### src/rtl/dff_bist_pkg.sv
// ============================================================================
// Module  : dff_bist_pkg
// Purpose : Shared state encoding and sequence-length constants for dff_bist.
// Rev     : 1.0  initial release
// ============================================================================
`default_nettype none

package dff_bist_pkg;

  localparam int PAT_FIXED  = 4;
  localparam int TOGGLE_LEN = 4;
  localparam int DRAIN_LEN  = 2;

  typedef enum logic [3:0] {
    S_IDLE      = 4'd0,
    S_RST_A     = 4'd1,
    S_RST_C     = 4'd2,
    S_PATTERN   = 4'd3,
    S_TOGGLE    = 4'd4,
    S_DRAIN     = 4'd5,
    S_FINAL_RST = 4'd6,
    S_FINAL_CHK = 4'd7,
    S_DONE      = 4'd8
  } state_t;

endpackage

`default_nettype wire

### src/rtl/dff_bist_patgen.sv
// ============================================================================
// Module  : dff_bist_patgen
// Purpose : Maps a PATTERN step index to its data word (0, 1s, 55.., AA.., walking one).
// Rev     : 1.0  initial release
// ============================================================================
`default_nettype none

module dff_bist_patgen
  import dff_bist_pkg::*;
#(
  parameter int WIDTH  = 8,
  parameter int STEP_W = 4
) (
  input  logic [STEP_W-1:0] step_i,
  output logic [WIDTH-1:0]  pat_o
);

  logic [WIDTH-1:0] alt_55;

  always_comb begin
    alt_55 = '0;
    for (int i = 0; i < WIDTH; i += 2) begin
      alt_55[i] = 1'b1;
    end

    pat_o = '0;
    if (step_i == STEP_W'(1)) begin
      pat_o = '1;
    end else if (step_i == STEP_W'(2)) begin
      pat_o = alt_55;
    end else if (step_i == STEP_W'(3)) begin
      pat_o = ~alt_55;
    end else if (step_i >= STEP_W'(PAT_FIXED)) begin
      pat_o = WIDTH'(1) << (step_i - STEP_W'(PAT_FIXED));
    end
  end

endmodule

`default_nettype wire

### src/rtl/dff_bist.sv
// ============================================================================
// Module  : dff_bist
// Purpose : Hardware self-test sequencer for an array of D flops with Q/Qbar checks.
// Rev     : 1.0  initial release
// ============================================================================
`default_nettype none

module dff_bist
  import dff_bist_pkg::*;
#(
  parameter int WIDTH      = 8,
  parameter int RST_CYCLES = 2
) (
  input  logic             clk,
  input  logic             reset,
  input  logic             start,
  output logic [WIDTH-1:0] dut_D,
  output logic             dut_reset,
  input  logic [WIDTH-1:0] dut_Q,
  input  logic [WIDTH-1:0] dut_Qbar,
  output logic             busy,
  output logic             done,
  output logic             pass,
  output logic [7:0]       error_count
);

  localparam int CNT_W = $clog2(PAT_FIXED + WIDTH + RST_CYCLES + TOGGLE_LEN + 1);

  state_t             state_q;
  logic [CNT_W-1:0]   cnt_q;
  logic               v1_q, v2_q;
  logic [WIDTH-1:0]   e1_q, e2_q;

  logic [CNT_W-1:0]   pat_step;
  logic [WIDTH-1:0]   pat_val;
  logic               chk_en;
  logic               chk_fail;
  logic [WIDTH-1:0]   chk_exp;
  logic [7:0]         err_cnt_d;

  // Generator is looked up one step ahead so the value lands on dut_D in its own cycle.
  assign pat_step = (state_q == S_PATTERN) ? cnt_q + CNT_W'(1) : '0;

  dff_bist_patgen #(
    .WIDTH  (WIDTH),
    .STEP_W (CNT_W)
  ) u_patgen (
    .step_i (pat_step),
    .pat_o  (pat_val)
  );

  always_comb begin
    chk_en    = v2_q || (state_q == S_RST_C) || (state_q == S_FINAL_CHK);
    chk_exp   = v2_q ? e2_q : '0;
    chk_fail  = chk_en && ((dut_Q != chk_exp) || (dut_Qbar != ~chk_exp));
    err_cnt_d = error_count;
    if (chk_fail && (error_count != 8'hFF)) begin
      err_cnt_d = error_count + 8'd1;
    end
  end

  always_ff @(posedge clk or negedge reset) begin
    if (!reset) begin
      state_q     <= S_IDLE;
      cnt_q       <= '0;
      v1_q        <= 1'b0;
      v2_q        <= 1'b0;
      e1_q        <= '0;
      e2_q        <= '0;
      dut_D       <= '0;
      dut_reset   <= 1'b0;
      busy        <= 1'b0;
      done        <= 1'b0;
      pass        <= 1'b0;
      error_count <= 8'd0;
    end else begin
      v2_q        <= v1_q;
      e2_q        <= e1_q;
      v1_q        <= 1'b0;
      done        <= 1'b0;
      error_count <= err_cnt_d;

      case (state_q)
        S_IDLE: begin
          dut_reset <= 1'b1;
          if (start) begin
            error_count <= 8'd0;
            pass        <= 1'b0;
            busy        <= 1'b1;
            dut_reset   <= 1'b0;
            dut_D       <= '0;
            cnt_q       <= '0;
            state_q     <= S_RST_A;
          end
        end

        S_RST_A, S_FINAL_RST: begin
          if (cnt_q == CNT_W'(RST_CYCLES - 1)) begin
            cnt_q   <= '0;
            state_q <= (state_q == S_RST_A) ? S_RST_C : S_FINAL_CHK;
          end else begin
            cnt_q <= cnt_q + CNT_W'(1);
          end
        end

        S_RST_C: begin
          dut_reset <= 1'b1;
          dut_D     <= pat_val;
          v1_q      <= 1'b1;
          e1_q      <= pat_val;
          cnt_q     <= '0;
          state_q   <= S_PATTERN;
        end

        S_PATTERN: begin
          v1_q <= 1'b1;
          if (cnt_q == CNT_W'(PAT_FIXED + WIDTH - 1)) begin
            dut_D   <= ~dut_D;
            e1_q    <= ~dut_D;
            cnt_q   <= '0;
            state_q <= S_TOGGLE;
          end else begin
            dut_D <= pat_val;
            e1_q  <= pat_val;
            cnt_q <= cnt_q + CNT_W'(1);
          end
        end

        S_TOGGLE: begin
          if (cnt_q == CNT_W'(TOGGLE_LEN - 1)) begin
            cnt_q   <= '0;
            state_q <= S_DRAIN;
          end else begin
            dut_D <= ~dut_D;
            e1_q  <= ~dut_D;
            v1_q  <= 1'b1;
            cnt_q <= cnt_q + CNT_W'(1);
          end
        end

        S_DRAIN: begin
          if (cnt_q == CNT_W'(DRAIN_LEN - 1)) begin
            dut_reset <= 1'b0;
            dut_D     <= '0;
            cnt_q     <= '0;
            state_q   <= S_FINAL_RST;
          end else begin
            cnt_q <= cnt_q + CNT_W'(1);
          end
        end

        S_FINAL_CHK: begin
          // The final reset compare lands on this same edge, so pass uses the next count.
          dut_reset <= 1'b1;
          done      <= 1'b1;
          pass      <= (err_cnt_d == 8'd0);
          state_q   <= S_DONE;
        end

        S_DONE: begin
          busy    <= 1'b0;
          state_q <= S_IDLE;
        end

        default: begin
          state_q <= S_IDLE;
        end
      endcase
    end
  end

endmodule

`default_nettype wire

### config.mk
export PLATFORM = sky130hd
export DESIGN_NAME = dff_bist
export DESIGN_NICKNAME = d
export VERILOG_FILES = /design/src/rtl/dff_bist_pkg.sv /design/src/rtl/dff_bist_patgen.sv /design/src/rtl/dff_bist.sv
export SDC_FILE = /design/constraint.sdc
export NUM_CORES = 1
export LEC_CHECK = 0
export BUFFER_PORTS_ARGS = -buffer_cell sky130_fd_sc_hd__buf_2
export CORE_MARGIN = 3
export CORE_UTILIZATION = 40
export CTS_CLUSTER_SIZE = 40
export DETAILED_ROUTE_END_ITERATION = 12
export GPL_TIMING_DRIVEN = 0
export PLACE_DENSITY = 0.66
export SYNTH_ARGS = -nofsm -noshare
export SYNTH_HDL_FRONTEND = slang
export SYNTH_SLANG_ARGS = --single-unit
### constraint.sdc
create_clock -name clk -period 6.05 [get_ports clk]
set_input_delay 0.605 -clock clk [delete_from_list [all_inputs] [get_ports clk]]
set_output_delay 0.605 -clock clk [all_outputs]
set_load 0.005 [all_outputs]
Yosys cells after proc, flatten, opt, wreduce, memory -nomap -nowiden
Cells that the tools add are included.
W data, S select, Z words.
- logic and storage cells: 103
- bits in registers: 47
- bits of input ports: 19
- mux-type cells: 37
- $add $sub $neg: 3
- shift-type cells: 1
- bitwise operators: 2
- reductions and logical operators: 24
- magnitude comparators: 1
- equality and inequality tests: 23
- operator list (cell ; count):
    $mux W8 ; 12
    $pmux W8 S5 ; 1
    $pmux W4 S7 ; 1
    $mux W5 ; 5
    $pmux W5 S5 ; 1
    $pmux W8 S3 ; 1
    $mux W4 ; 5
    $eq A4 B3 Y1 const B ; 4
    $ne A8 B8 Y1 ; 2
    $not A8 Y8 ; 2
    $eq A5 B2 Y1 const B ; 3
    $eq A5 B1 Y1 const B ; 2
    $ne A2 B2 Y1 const B ; 5
    $reduce_and A2 Y1 ; 5
    $reduce_bool A5 Y1 ; 2
    $add A8 B1 Y8 const B ; 1
    $eq A4 B2 Y1 const B ; 2
    $logic_not A8 Y1 ; 1
    $ne A8 B8 Y1 const B ; 1
    $shl A1 B5 Y8 const A ; 1
    $mux W1 ; 6
    $pmux W1 S2 ; 3
    $reduce_bool A3 Y1 ; 2
    $reduce_or A2 Y1 ; 3
    16 further kinds ; 20

Longest topological paths before layout
Gate-level depths: netlist of run 1.
- depth after elaboration: 10
- mapped depth: 13

Cells and area by module
From an unflattened synthesis of run 1, not the netlist that was laid out.
- cells, all modules: 335
- area, all modules: 2782.7 um2
- modules (own cells, without submodules) (module ; sequential area each (um2) ; times used ; area an instance (um2) ; cells each):
    dff_bist ; 1176.1 ; 1 ; 2548.7 ; 299
    dff_bist_patgen ; 0.0 ; 1 ; 234.0 ; 36

Worst setup path before layout of run 1
No wires, ideal clock.
- path type: register to register
- start point: register state_q[3]
- end point: register e1_q[0]
- cell stages (with the launch flop): 13
- clock period less this slack: 2.611 ns
- setup slack: 3.439 ns
- arrival time: 2.547 ns
- setup time: 0.064 ns
- buffers on the path: 2
- cell sequence: dfrtp_1 > clkbuf_1 > nor4bb_1 > clkbuf_1 > nand2_1 > ha_1 > xnor3_1 > nor3_1 > o21ai_1 > a21oi_1 > nand2_1 > a21oi_1 > mux2_2
- cells in the longest elaborated chain, start to end: 10
- ends and longest elaborated chain (item ; RTL line ; source):
    start, declared ; dff_bist.sv:29 ; state_t state_q;
    start signal, assigned ; dff_bist.sv:100 ; state_q <= (state_q == S_RST_A) ? S_RST_C : S_FINAL_CHK;
    $eq A4 B2 Y1 ; dff_bist.sv:42, dff_bist.sv:83 ;
    $mux W5 ; dff_bist.sv:42 ; assign pat_step = (state_q == S_PATTERN) ? cnt_q + CNT_W'(1) : '0;
    $sub A5 B3 Y5 ; dff_bist_patgen.sv:34 ; pat_o = WIDTH'(1) << (step_i - STEP_W'(PAT_FIXED));
    $shl A1 B5 Y8 ; dff_bist_patgen.sv:34 ;
    $mux W8 ; dff_bist_patgen.sv:33 ; end else if (step_i >= STEP_W'(PAT_FIXED)) begin
    $mux W8 ; dff_bist_patgen.sv:31 ; end else if (step_i == STEP_W'(3)) begin
    $mux W8 ; dff_bist_patgen.sv:29 ; end else if (step_i == STEP_W'(2)) begin
    $mux W8 ; dff_bist_patgen.sv:27 ; if (step_i == STEP_W'(1)) begin
    $mux W8 ; dff_bist.sv:117 ; if (cnt_q == CNT_W'(PAT_FIXED + WIDTH - 1)) begin
    $pmux W8 S3 ; dff_bist.sv:83 ; case (state_q)
    end signal, assigned ; dff_bist.sv:119 ; e1_q <= ~dut_D;
    end signal, assigned ; dff_bist.sv:124 ; e1_q <= pat_val;
    end signal, assigned ; dff_bist.sv:135 ; e1_q <= ~dut_D;
    end, declared ; dff_bist.sv:32 ; logic [WIDTH-1:0] e1_q, e2_q;
Several ways; a longest one is shown, not always the timed one.
A chain may end at the register's enable or synchronous reset.

Worst setup path in the final report of run 1
Same ends and word-level chain as after synthesis.

==> results.md, run 1 <==
Status:
- The flow ran to the end, and the final reports show no timing, DRC or antenna violations.

Placed design:
- The placed wire-length estimate after detailed placement is 5276 um.
- The port buffer count is 38.
- The number of cells after detailed placement is 484.
- OpenSTA, run right after detailed placement, puts the worst setup slack at 2988 ps.
- The final weighted congestion of routability-driven global placement is 0.8783.

Power and ir drop:
- Power spread over the standard cell area amounts to 446.1 nW/um2.
- For this design the static power due to leakage is 1.527 nW.
- The worst supply voltage drop on vdd is 0.1729 mV.

Timing:
- The sum of negative setup slack is 0 ps.
- The final count of hold timing violations is 0.
- Setup violations remaining at the end of the flow were counted as 0.
- The final worst clock skew is 13.30 ps.
- Setup repair after global routing left no endpoint under its margin.
- Setup slack closes at 2881 ps.
- In the finished design, the share of the clock period the worst path needs comes to 0.5238.
- Headroom to the max-slew limit came out at 0.3006.
- The number of max-slew violations in the final report is 0.
- The maximum operating frequency is 315.6 MHz.
- At the pin with the least slew margin, the transition time is 1049 ps.
- The final critical-path required period is 3169 ps.

Setup path:
- STA puts the critical path data required time at 6290 ps.
- The worst setup path is captured at a register.
- The critical path starts at state_q[3].
- The startpoint class of the critical path is a register.
- The arrival time of data at the critical path endpoint is 3410 ps.
- The critical path is of the reg2reg type.
- The peak fanout along the critical path is 9.
- The worst register-to-register path begins at state_q[3].

Yosys:
- The share of async-settable or async-resettable flops after synthesis is 1.000.
- The count of distinct cell types in the synthesized netlist is 56.
- The synthesized design contains 0 enable-type register cells.
- The fraction of the mapped netlist area in compound gates is 0.1904.
- The most frequently used flop master after synthesis is sky130_fd_sc_hd__dfrtp_1.
- Synthesis produced a netlist with a net count of 375.
- Of the total synthesized cell area, the portion taken by XOR and XNOR cells is 0.06374.
- The main combinational cell family by area after synthesis is simple AND/OR/NAND/NOR gates.
- In this run the cell area of the synthesized design comes to 2964 um2.
- The mux contribution to synthesized area is 0.02491.
- The mean area per synthesized cell is 8.469 um2.
- The flip-flop and latch count after synthesis is 47.
- The Yosys warning count is 0.
- The gate count after technology mapping is 350.
- Of the total synthesized cell area, the portion taken by AND, OR, NAND and NOR gates is 0.2520.
- The share of the Yosys chip area taken by registers is 0.3968.
- Of the total synthesized cell area, the portion taken by full adders, half adders and majority gates is 0.02533.

Clocking:
- The post-CTS setup repair buffer count is 0.
- TritonCTS built the clock tree.
- The later pin in the worst-skew pair is clocked with a latency of 310 ps.
- The clock drives 47 sinks.
- The total of cells resized after clock tree synthesis is 0.
- The clock transition at the registers of the reported paths is 90 ps.
- The clock passes through at most 2 buffers.
- The root buffer cell chosen for the clock tree is sky130_fd_sc_hd__clkbuf_8.
- The number of hold buffers added after CTS was 0.
- CTS built an H-tree with a depth of 2.
- The number of buffers inserted during clock tree synthesis is 5.

Drt:
- For this block, the initial DRC count from the detailed router was 167.
- Dividing the detail-routed wire length by the instance count gives 14.43 um.
- The first-pass detailed-route iteration total is 5.
- Summing over every cut layer, the via total after detailed routing is 2692.
- The residual DRC count is 0.
- For this block, the routed nets add up to 7098 um of wire.
- In this run the remaining antenna-violating nets after routing total 0.
- The via density per instance is 5.472.

Final layout:
- Relative to the synthesized area, the layout overhead comes to 13.47%.
- The share of layout cells above drive strength 1 is 0.1641.
- In the layout the commonest cells are sky130_fd_sc_hd__nor2_1 (48), sky130_fd_sc_hd__dfrtp_1 (47), sky130_fd_sc_hd__buf_2 (44).
- The total number of nets in the final design is 420.
- Leaving out fill and tap cells, the most frequent cell in the layout is sky130_fd_sc_hd__nor2_1.
- The antenna diode count is 0.
- The final cell count without fillers is 492.

GRT:
- After global routing the overflow that remains totals 0.
- Entering global routing, the biggest net connects 48 pins.
- The number of global-route vias before repair is 2579.
- The initial antenna violation count is 0.
- The first global-routing pass estimated 12260 um of wire.
- The global-route usage over all layers is 0.1769.

Floorplan:
- The placement row count is 30.
- The area inside the core boundary is 6982 um2.
- The area of the die is 8479 um2.
- The die boundary height is 92.08 um.
- For this configuration, the core starts out at a cell density of 0.4246.
- In this run the count of I/O pins placed on the die edge is 39.
- The x dimension of the die is 92.08 um.

Flow run:
- Max-cap violations in this run came to 0.

Worst hold path:
- The path class of the tightest hold or removal check is reg2reg.
- In this run the most critical hold path is launched from v1_q.
## cell families (layout without fill, tap and decap cells)
family	after synthesis	in the layout
AOI/OAI and AO/OA	90	90
xor gates and xnor gates	20	20
adders and majority gates	6	6
buffers and inverters	33	79
DFF	47	47
muxes	7	7
and+or+nand+nor	147	147
## stage by stage
step	hold WS, ps	total power [W]	instance area [um2]	util
floorplan	309.4	0.001088	2964	-
global placement	333.6	0.001288	3274	0.4690
detailed placement	350.3	0.001306	3274	0.4690
CTS	372.3	0.001504	3363	0.4817
global route	380.4	0.001645	3363	0.4817
finish	363.2	0.001500	3363	0.4817
## synth_stat cells, drive strengths merged, types with 2 or more instances
cell	instances	share of area
a21o	3	0.0076
a21oi	20	0.034
a22o	3	0.0089
a311oi	2	0.0059
a31oi	4	0.0084
a32o	3	0.010
a32oi	2	0.0059
and3	3	0.0063
and4b	3	0.010
buf	7	0.014
clkbuf	10	0.013
dfrtp	47	0.40
ha	6	0.025
inv	16	0.020
mux2	3	0.011
mux2i	4	0.014
nand2	43	0.054
nand2b	6	0.013
nand3	9	0.015
nand3b	2	0.0051
nand4b	5	0.015
nor2	48	0.061
nor3	8	0.014
nor3b	3	0.0093
nor4	3	0.0063
nor4b	4	0.019
o21a	2	0.0051
o21ai	36	0.063
o221ai	2	0.0059
o22ai	3	0.0063
o31ai	3	0.0093
or3	4	0.0084
xnor2	11	0.033
xor2	8	0.024
## flip-flops by register name (all words and copies together) (netlist names)
signal	count
error_count	8
state_q	4
busy	1
e2_q	8
v1_q	1
cnt_q	5
dut_reset	1
done	1
v2_q	1
dut_D	8
pass	1
e1_q	8
## worst max-delay path: stages (launching register included)
cell and delay [ps]:
sky130_fd_sc_hd__dfrtp_1 370, sky130_fd_sc_hd__clkbuf_1 180, sky130_fd_sc_hd__nor4bb_1 410, sky130_fd_sc_hd__clkbuf_1 340, sky130_fd_sc_hd__nand2_1 170, sky130_fd_sc_hd__ha_1 260
sky130_fd_sc_hd__xnor3_1 380, sky130_fd_sc_hd__nor3_1 240, sky130_fd_sc_hd__o21ai_1 110, sky130_fd_sc_hd__a21oi_1 210, sky130_fd_sc_hd__nand2_1 70, sky130_fd_sc_hd__a21oi_1 190
sky130_fd_sc_hd__mux2_2 170
## power by group
part	leakage [nW]	total (W)	internal, W	switching [W]
Clock	0.0402	0.000196	0.0000807	0.000115
Sequential	0.608	0.000536	0.000426	0.000111
Combinational	0.879	0.000769	0.000307	0.000461
## final timing paths
kind                            endpoint  slack [ps]  depth (start not counted)
worst min register to register      v2_q         360                          0
min in group asynchronous       cnt_q[0]         460                          1
worst min-delay path                v2_q         360                          0
worst max register to register   e1_q[0]        2880                         12
max in group asynchronous        e2_q[7]        4920                          1
worst max-delay path             e1_q[0]        2880                         12
## metal layers
metal / global-route usage / part of all wire / vias to the layer above / wire (um)
met3: 0.03692 / 0.066 / 4 / 472
met4: 0.04950 / 0.0085 / 0 / 60
met1: 0.2479 / 0.48 / 1275 / 3382
li1: - / - / 1334 / -
met5: 0 / 0 / - / 0
met2: 0.2768 / 0.45 / 79 / 3181
## layout make-up
class / count / area [um2]
Timing Repair Buffer: 38 / 190.2
Multi-Input combinational cell: 270 / 1649
Clock buffer: 5 / 68.82
Buffer: 17 / 78.83
Inverter: 16 / 60.06
Clock inverter: 3 / 20.02
Sequential cell: 47 / 1176
Fill cell: 715 / 3618
Tap cell: 96 / 120.1
No activity file was read; power rests on OpenSTA's default activity.
==> run 2: changes to the inputs <==
Settings changed: ABC_AREA set to 1, PLACE_DENSITY 0.66 to 0.68.
Clock period 6.05 ns to 2.9 ns, I/O delays scaled along.
==> results.md, run 2 <==
Yosys:
- Among all flip-flop cells after synthesis, the most frequent one is sky130_fd_sc_hd__dfrtp_1.
- The post-synthesis share of cell area spent on and, or, nand and nor gates came to 0.3766 (+0.1246).
- The top cell type's share of synthesized area came to 0.4083 (+0.01155).
- Counting instances in the post-synthesis netlist gives the leading cell types as sky130_fd_sc_hd__nand2_1 (116), sky130_fd_sc_hd__dfrtp_1 (47), sky130_fd_sc_hd__inv_1 (45).
- The fraction of the mapped netlist area in compound gates is 0.06082 (-0.1296).
- The mux contribution to synthesized area was 0 (-0.02491).
- The post-synthesis instance area was 2880 um2 (-2.8%).
- Yosys attributes the largest share of cell area to sky130_fd_sc_hd__dfrtp_1 (41%), sky130_fd_sc_hd__nand2_1 (15%), sky130_fd_sc_hd__nand3_1 (6.8%), sky130_fd_sc_hd__inv_1 (5.9%), sky130_fd_sc_hd__nor2_1 (4.3%).
- The register area share after synthesis was 0.4083 (+0.01155).
- The total nets after synthesis is 417 (+11%).
- The number of flops mapped to enable cells by yosys is 0 (unchanged).
- The most frequent cell after synthesis is sky130_fd_sc_hd__nand2_1.
- sky130_fd_sc_hd__dfrtp_1 takes more of the synthesized area than any other cell.
- The flip-flop and latch count after synthesis is 47 (unchanged).
- The area share of xor/xnor cells in the synthesized design is 0.04561 (-0.01813).
- The fraction of the mapped netlist area in adder cells was 0.02606 (+0.0007371).
- After synthesis, the largest family of logic cells by area is simple AND/OR/NAND/NOR gates.
- The mean area per synthesized cell is 7.348 um2 (-13%).
- The count of distinct cell types in the synthesized netlist is 30 (-46%).
- The share of async-settable or async-resettable flops after synthesis is 1.000 (unchanged).
- The Yosys warning count is 0 (unchanged).
- The gate count after technology mapping was 392 (+12%).

Drt:
- The number of violations reported at the end of detailed-routing iteration 0 is 132 (-21%).
- The routed wire length per instance is 11.32 um (-22%).
- The remaining number of nets flagged by the antenna check after routing is 0 (unchanged).
- The residual DRC count is 0 (unchanged).
- The first-pass detailed-route iteration total is 4 (-1).
- The via density per instance is 4.826 (-12%).
- The total routed wirelength is 6046 um (-15%).
- The overall via count from detail_route is 2577 (-4.3%).

Setup path:
- The peak fanout along the critical path is 7 (-2).
- The critical path required time is 3140 ps (-3150 ps).
- The startpoint of the most critical setup path is cnt_q[0].
- The setup slack of the worst register-to-register path is 510 ps (-2370 ps).
- The worst reg2reg path depth is 12 (unchanged).
- The worst setup path is launched from a register.
- The launch point of the worst reg-to-reg path is cnt_q[0].
- The critical path is of the reg2reg type.
- The endpoint identified for the worst register-to-register timing path is dut_D[3].
- The arrival time of data at the critical path endpoint was 2640 ps (-770 ps).
- STA classifies the critical path endpoint as a register.

Final layout:
- The commonest non-fill, non-tap cell in the layout is sky130_fd_sc_hd__nand2_1.
- The area growth from synthesis to layout is 14.68%.
- In the layout the commonest cells are sky130_fd_sc_hd__nand2_1 (116), sky130_fd_sc_hd__dfrtp_1 (47), sky130_fd_sc_hd__inv_1 (45).
- The final cell count without fillers came to 534 (+8.5%).
- The final design instance area without fill is 3303 um2 (-1.8%).
- The total number of nets in the final design is 462 (+10%).
- The share of layout cells above drive strength 1 is 0.2078 (+0.04362).
- The antenna diode count is 0 (unchanged).

Timing:
- The final-report setup violation count is 0 (unchanged).
- The relative max-transition margin is 0.3197 (+0.01912).
- The final worst clock skew is 13.12 ps (-0.1836 ps).
- The maximum operating frequency was 417.8 MHz (+32%).
- The sum of negative setup slack came to 0 ps (unchanged).
- The part of the cycle the worst path needs is 0.8253 (+0.3015).
- Setup repair after global routing left no endpoint under its margin.
- The final count of hold timing violations came to 0 (unchanged).
- The final critical-path required period is 2393 ps (-775.6 ps).
- The number of max-slew violations in the final report came to 0 (unchanged).
- The transition at the pin with the smallest max-transition slack is 1020 ps (-28.68 ps).

Clocking:
- The clock insertion delay at the later pin of the skew report was 310 ps (about the same).
- The clock transition at the registers of the reported paths was 100 ps (about the same).
- The number of buffers inserted during clock tree synthesis is 5 (unchanged).
- The library cell used as clock root buffer is sky130_fd_sc_hd__clkbuf_8.
- The number of hold buffers added after CTS was 0 (unchanged).
- The largest buffer count on any clock path is 2 (unchanged).
- The number of levels in the clock H-tree is 2 (unchanged).
- The post-CTS setup repair buffer count came to 0 (unchanged).
- The total of cells resized after clock tree synthesis is 0 (unchanged).
- The CTS tree is yes.
- The CTS sink count is 47 (unchanged).

Floorplan:
- The area inside the core boundary was 6869 um2 (-1.6%).
- The placement row count was 30 (unchanged).
- The number of top-level pins came to 39 (unchanged).
- The die boundary height is 90.86 um (-1.3%).
- The x dimension of the die was 90.86 um (-1.3%).
- The area of the die is 8255 um2 (-2.6%).
- The effective utilization at floorplan came to 0.4193 (-0.005244).

Power and ir drop:
- The leakage dissipation was 1.799 nW (+18%).
- The total power per unit cell area was 981.2 nW/um2 (+120%).
- The worst supply voltage drop on vdd is 0.3755 mV (+120%).

Placed design:
- The number of cells after detailed placement came to 526 (+8.7%).
- The placed wire-length estimate after detailed placement came to 4671 um (-11%).
- The final weighted congestion of routability-driven global placement is 0.8803 (+0.23%).
- The instance area at placement is 3191 um2 (-2.6%).
- The port buffer count came to 38 (unchanged).

GRT:
- The initial antenna violation count was 0 (unchanged).
- The global-route usage over all layers came to 0.1516 (-0.02538).
- The number of global-route vias before repair is 2283 (-11%).
- The overall overflow remaining after global route came to 0 (unchanged).
- The pin count of the biggest net entering global routing was 48 (unchanged).
- The wire length of the first global-routing pass was 10450 um (-15%).

Worst hold path:
- The worst hold-check path type is in2async.

Flow run:
- The max-capacitance violation count is 0 (unchanged).

Status:
- The run finished with clean final reports.
==> run 2: worst max path at each step <==
stage | end | slack, ps | depth (start not counted)
2_1_floorplan | dut_D[3] | 860 | 12
3_3_place_gp | dut_D[1] | 580 | 12
3_5_place_dp | e1_q[3] | 530 | 12
4_1_cts | e1_q[3] | 510 | 12
5_1_grt | e1_q[3] | 250 | 12
6_report | dut_D[3] | 510 | 12
==> run 2: area by class of cell <==
cell class              count  area, um2
plain buffers               5      36.28
clock buffers               5      68.82
fillers                   684       3566
well taps                  96      120.1
clock inverters             3      43.79
flip-flops and latches     47       1176
multi-input cells         287       1466
inverters                  53      201.4
repair buffers             38      190.2
==> run 2: stage by stage <==
step,setup WS (ps),hold slack (ps),utilization,power [W]
2_1_floorplan,859.0,-5.591,-,0.002313
3_3_place_gp,580.0,333.4,0.4645,0.002729
3_5_place_dp,529.0,334.7,0.4645,0.002775
4_1_cts,512.5,192.6,0.4809,0.003267
5_1_grt,248.3,227.0,0.4809,0.003572
6_report,506.7,144.1,0.4809,0.003241
==> run 2: kinds of logic (layout without fill, tap and decap cells) <==
group / Yosys count / in the layout
buffers and inverters: 58 / 104
xor gates and xnor gates: 15 / 15
AOI/OAI and AO/OA: 31 / 31
DFF: 47 / 47
and+or+nand+nor: 235 / 235
adders and majority gates: 6 / 6
==> run 2: worst max-delay path, stage by stage (launching register included) <==
cell and delay, ps:
sky130_fd_sc_hd__dfrtp_1 460, sky130_fd_sc_hd__ha_1 300, sky130_fd_sc_hd__xor2_1 230, sky130_fd_sc_hd__nand2_2 120
sky130_fd_sc_hd__ha_1 390, sky130_fd_sc_hd__inv_1 60, sky130_fd_sc_hd__nor3_1 290, sky130_fd_sc_hd__nand3_1 120
sky130_fd_sc_hd__nand3_1 80, sky130_fd_sc_hd__nand3_1 70, sky130_fd_sc_hd__o21ai_1 70, sky130_fd_sc_hd__nand2_1 80
sky130_fd_sc_hd__nand2_1 60
==> run 2: layer usage <==
metal  vias up  share of wire  track usage
met2        56           0.45       0.2446
met3         5          0.050      0.03167
li1       1339              -            -
met4         0         0.0086      0.03518
met1      1177           0.49       0.2089
met5         -              0            0
==> run 2: power by group <==
group          internal (W)  total (W)  switching, W  leakage, nW
clock              0.000257   0.000487      0.000230       0.0581
combinational      0.000565    0.00162       0.00106         1.13
sequential         0.000917    0.00113      0.000213        0.615
